<file path="config.mk">
export PLATFORM = sky130hd
export DESIGN_NAME = digit_argmax
export DESIGN_NICKNAME = d
export VERILOG_FILES = /design/src/rtl/digit_argmax.sv
export SDC_FILE = /design/constraint.sdc
export NUM_CORES = 2
export LEC_CHECK = 0
export BUFFER_PORTS_ARGS = -buffer_cell sky130_fd_sc_hd__buf_2
export CAP_MARGIN = 20
export CELL_PAD_IN_SITES_DETAIL_PLACEMENT = 1
export CELL_PAD_IN_SITES_GLOBAL_PLACEMENT = 2
export CORE_AREA = 2 2 610 612
export CTS_CLUSTER_SIZE = 12
export DETAILED_ROUTE_END_ITERATION = 7
export DIE_AREA = 0 0 612 614
export PLACE_DENSITY = 0.64
export SLEW_MARGIN = 20
export SYNTH_ARGS = -nofsm -noshare
export SYNTH_HDL_FRONTEND = slang
export SYNTH_SLANG_ARGS = --single-unit
</file>
<file path="constraint.sdc">
create_clock -name clk -period 59.5 [get_ports clk]
set_input_delay 11.9 -clock clk [delete_from_list [all_inputs] [get_ports clk]]
set_output_delay 11.9 -clock clk [all_outputs]
set_load 0.02 [all_outputs]
</file>
<file path="src/rtl/digit_argmax.sv">
// digit_argmax
// Sequential arg-max back-end for the classifier's final layer. A full set of
// signed scores is snapshotted on a valid/ready handshake, then scanned one
// element per clock through a single comparator pair. The winning index, its
// score and the margin over the runner-up are registered and held until the
// consumer accepts them.
//
// Handshakes: a transfer happens on a rising edge where valid and ready are
// both high. The producer holds data while valid is high and ready is low.
// in_ready is high only in IDLE. out_valid stays high, with stable results,
// until out_ready is seen.
//
// Ports:
//   clk        system clock, rising edge
//   rst        synchronous active-high reset
//   scores     N_CLASSES signed scores, element i is class i
//   in_valid   scores valid for capture
//   in_ready   block can accept a score set (IDLE)
//   out_valid  result valid, held until accepted
//   out_ready  consumer accepts the result
//   class_idx  index of the maximum score
//   best_score maximum score (signed)
//   margin     best minus second-best, DATA_W+1 bits, never negative
//   busy       high while scanning or holding a result
//   state_dbg  current FSM state encoding (IDLE=0, SCAN=1, DONE=2)
module digit_argmax #(
    parameter int N_CLASSES = 10,
    parameter int DATA_W    = 128,
    parameter int IDX_W     = 4
) (
    input  logic              clk,
    input  logic              rst,
    input  logic [DATA_W-1:0] scores [N_CLASSES],
    input  logic              in_valid,
    output logic              in_ready,
    output logic              out_valid,
    input  logic              out_ready,
    output logic [IDX_W-1:0]  class_idx,
    output logic [DATA_W-1:0] best_score,
    output logic [DATA_W:0]   margin,
    output logic              busy,
    output logic [1:0]        state_dbg
);

    typedef enum logic [1:0] {
        IDLE = 2'd0,
        SCAN = 2'd1,
        DONE = 2'd2
    } state_t;

    localparam logic [IDX_W-1:0]         LAST_PTR = IDX_W'(N_CLASSES - 1);
    localparam logic signed [DATA_W-1:0] MOST_NEG = {1'b1, {(DATA_W-1){1'b0}}};

    state_t state, state_next;

    logic signed [DATA_W-1:0] snap [N_CLASSES];
    logic signed [DATA_W-1:0] best, second;
    logic [IDX_W-1:0]         idx, ptr;

    logic signed [DATA_W-1:0] cur, best_nx, second_nx;
    logic [IDX_W-1:0]         idx_nx;
    logic                     last;

    assign cur  = snap[ptr];
    assign last = (ptr == LAST_PTR);

    // One comparator pair shared across the whole scan. Strict greater-than
    // keeps the lowest index on ties; a tied later value falls through to the
    // second-best path, which yields a zero margin.
    always_comb begin
        best_nx   = best;
        second_nx = second;
        idx_nx    = idx;
        if (cur > best) begin
            second_nx = best;
            best_nx   = cur;
            idx_nx    = ptr;
        end else if (cur > second) begin
            second_nx = cur;
        end
    end

    always_ff @(posedge clk) begin
        if (rst) state <= IDLE;
        else     state <= state_next;
    end

    always_comb begin
        state_next = state;
        case (state)
            IDLE:    if (in_valid)  state_next = SCAN;
            SCAN:    if (last)      state_next = DONE;
            DONE:    if (out_ready) state_next = IDLE;
            default: state_next = IDLE;
        endcase
    end

    assign in_ready  = (state == IDLE);
    assign busy      = (state == SCAN) || (state == DONE);
    assign state_dbg = state;

    always_ff @(posedge clk) begin
        if (rst) begin
            for (int i = 0; i < N_CLASSES; i++) snap[i] <= '0;
            best       <= '0;
            second     <= '0;
            idx        <= '0;
            ptr        <= '0;
            out_valid  <= 1'b0;
            class_idx  <= '0;
            best_score <= '0;
            margin     <= '0;
        end else begin
            case (state)
                IDLE: begin
                    if (in_valid) begin
                        for (int i = 0; i < N_CLASSES; i++) snap[i] <= scores[i];
                        // Element 0 seeds the running best; the scan starts at 1.
                        best   <= scores[0];
                        second <= MOST_NEG;
                        idx    <= '0;
                        ptr    <= IDX_W'(1);
                    end
                end
                SCAN: begin
                    best   <= best_nx;
                    second <= second_nx;
                    idx    <= idx_nx;
                    if (last) begin
                        out_valid  <= 1'b1;
                        class_idx  <= idx_nx;
                        best_score <= best_nx;
                        // Sign-extend both operands so the difference of the
                        // two extremes still fits.
                        margin     <= {best_nx[DATA_W-1], best_nx}
                                    - {second_nx[DATA_W-1], second_nx};
                    end else begin
                        ptr <= ptr + IDX_W'(1);
                    end
                end
                DONE: begin
                    if (out_ready) out_valid <= 1'b0;
                end
                default: ;
            endcase
        end
    end

endmodule

</file>
==> impl_metrics.ini <==
[global_route]
grt_remaining_overflow = 0
grt_first_pass_wirelength_um = 657800
antenna_found_initial = 404
grt_usage_pct = 25.45
grt_pass1_vias = 76810
grt_max_degree = 295

[synthesis]
synth-edff-count = 1280
ys_async_sr_fraction_pct = 0
synth_flop_cell = edfxtp_1
synthMuxAreaShare_pct = 10.86
postSynthCellCount = 8525
yosys.area_share.simple_pct = 17.52
synth_top_family_by_area = simple AND/OR/NAND/NOR gates
synth_fp_nets = 10200
synth_adder_area_share_pct = 5.122
synth-seq-area-share_pct = 51.44
synth_cell_types = 83
syn_avg_cell_area_um2 = 11.19
synth_area_um2 = 95420
synth_xor_area_share_pct = 1.129
synth_compound_area_share_pct = 10.16
synth_seq_cells = 1812
yosysWarnings = 0

[flow_run]
maxCapViolations = 0

[sta]
slew_viol_final = 0
min_period_ns = 18.07
rsz0062_at_grt = false
setup_viol = 0
timing.final.crit_share_pct = 30.37
max_freq_mhz = 55.35
relSlewSlack_pct = 15.33
fin_skew_ns = 0.05971
final_hold_viol_count = 0
tightest_slew_ns = 1.270
fin_tns_setup_ns = 0

[critical_path]
crit_type = in2reg
crit_path_end = snap[4][102]
cp_num_buf_inv = 8
slowest_stage = buf_4
cp_top_family = buffers and inverters
r2r_slack_ns = 43.94
critPathLaunch = rst
ff2ff_path_depth = 37
worst_ep_required_time_ns = 60.05
cp.arrival_ns = 18.61
path_cells = buf_8, nand2b_4, buf_4, buf_4, buf_4, buf_4, buf_4, buf_4, buf_12
timing.rr.end = margin[125]
timing.critical_path.mode_cell = buf_4
cp.depth = 9
path_max_fanout = 179
cpPeakStageDelay_ns = 0.79
start_kind = input pin
cp-end-kind = register

[layout]
drive_gt1_share_pct = 26.49
mostFrequentLayoutCells = buf_2, and2_1, edfxtp_1, nor2_1, a21oi_1
synthToLayoutAreaGrowth_pct = 21.62
final_common_cell = buf_2
final_nets = 11560
final_cells = 15190

[placed_design]
placed_cells = 14640
dp_hpwl_um = 399600
portBuffers = 1549
gp_congestion = 0.9319

[clock_tree]
numCtsBuffers = 220
tritoncts = built
cts.sinks = 1812
cts_resized = 0
post_cts_buffers = 0
clk_path_buf_depth = 4
clk_pin_slew_ns = 0.06
cts_root_buf = clkbuf_16
cts_hold_buf = 0
cts_htree_levels = 4
worstSkewPairLatency_ns = 0.93

[routing]
ant_nets = 0
drt-initial-drc-count = 7460
vias_per_cell = 5.037
drc = 0
num_vias = 76480
drt_first_pass_iters = 5
post_drt_wl_per_cell_um = 32.63
wl_um = 495500

[pwr]
power_leakage_nw = 46.93
power.density_nw_per_um2 = 44.92
ir_drop_uv = 50.70

[floorplan]
ioPinCount = 1550
die_area_um2 = 375800
die_x_um = 612
std_cell_rows = 224
die_h_um = 614
core_area_um2 = 370200
floorplan.initialDensity_pct = 25.77

[status]
outcome = completed

[hold_path]
hold_path_class = reg2reg
worst min-delay path by stage:
stage,cells past startpoint,to,slack [ns],from
5_1_grt,2,margin[69],0.47,margin[69]
6_report,2,margin[45],0.45,margin[45]
3_3_place_gp,2,margin[25],0.44,margin[25]
3_5_place_dp,2,margin[116],0.44,margin[116]
2_1_floorplan,2,second[100],0.44,second[100]
4_1_cts,2,margin[116],0.45,margin[116]
power breakdown:
part / internal [mW] / switching, mW / total (mW)
Sequential: 1.46 / 0.0538 / 1.51
Combinational: 0.814 / 1.49 / 2.31
Clock: 0.793 / 0.598 / 1.39
cells by family after synthesis:
group	after synthesis
multiplexers	643
adder cells (fa/ha/maj)	390
AO/OA/AOI/OAI	1561
AND/OR/NAND/NOR	3125
XOR/XNOR	123
flip-flops	1812
buffers and inverters	871
through the flow:
step / power [mW] / utilization (%) / hold WS [ns] / instance area, um2 / setup slack (ns)
6_report: 5.213 / 31.35 / 0.4492 / 116100 / 41.43
5_1_grt: 5.469 / 31.29 / 0.4721 / 115900 / 40.98
4_1_cts: 5.238 / 31.24 / 0.4480 / 115700 / 41.55
3_5_place_dp: 3.830 / 29.29 / 0.4418 / 108500 / 40.51
3_3_place_gp: 3.803 / 29.29 / 0.4416 / 108400 / 40.72
2_1_floorplan: 3.109 / - / 0.4391 / 95420 / 14.39
area by class of cell:
class	instances	area, um2
Clock buffer	273	5856
Multi-Input combinational cell	5842	42900
Fill cell	41370	254200
Inverter	291	1092
Sequential cell	1812	49100
Clock inverter	131	1358
Tap cell	4972	6221
Timing Repair Buffer	1722	9165
Antenna cell	142	355.3
synth_stat cells (182+ instances only):
| cell | n | area [um2] |
|---|---|---|
| a21o_1 | 182 | 1366 |
| nor2_1 | 660 | 2477 |
| clkbuf_1 | 442 | 1659 |
| dfxtp_1 | 532 | 10650 |
| and2_1 | 1314 | 8220 |
| mux4_2 | 256 | 5766 |
| ha_1 | 389 | 4867 |
| inv_1 | 291 | 1092 |
| edfxtp_1 | 1280 | 38440 |
| nor3_1 | 240 | 1201 |
| nand2_1 | 462 | 1734 |
| a21oi_1 | 550 | 2753 |
layer usage:
layer | wire length (um) | vias up | share of wire, % | global-route usage (%)
li1 | - | 33560 | - | -
met1 | 220300 | 38880 | 44 | 35.05
met2 | 222200 | 3019 | 45 | 40.05
met3 | 31030 | 923 | 6.3 | 4.137
met4 | 21400 | 96 | 4.3 | 9.336
met5 | 620 | - | 0.13 | 0
state kept, by name (all words and copies together) (netlist names), named ones only:
signal / cells
second: 128
margin: 129
best_score: 128
snap: 1280
ptr: 4
best: 128
out_valid: 1
class_idx: 4
state_dbg: 2
idx: 4
worst min-delay path, delay by kind of cell (launching register included):
kind	cells	cell delay (ns)
AND/OR/NAND/NOR	1	0.05
flip-flops	1	0.31
AO/OA/AOI/OAI	1	0.05
No activity file was read; power rests on OpenSTA's default activity.
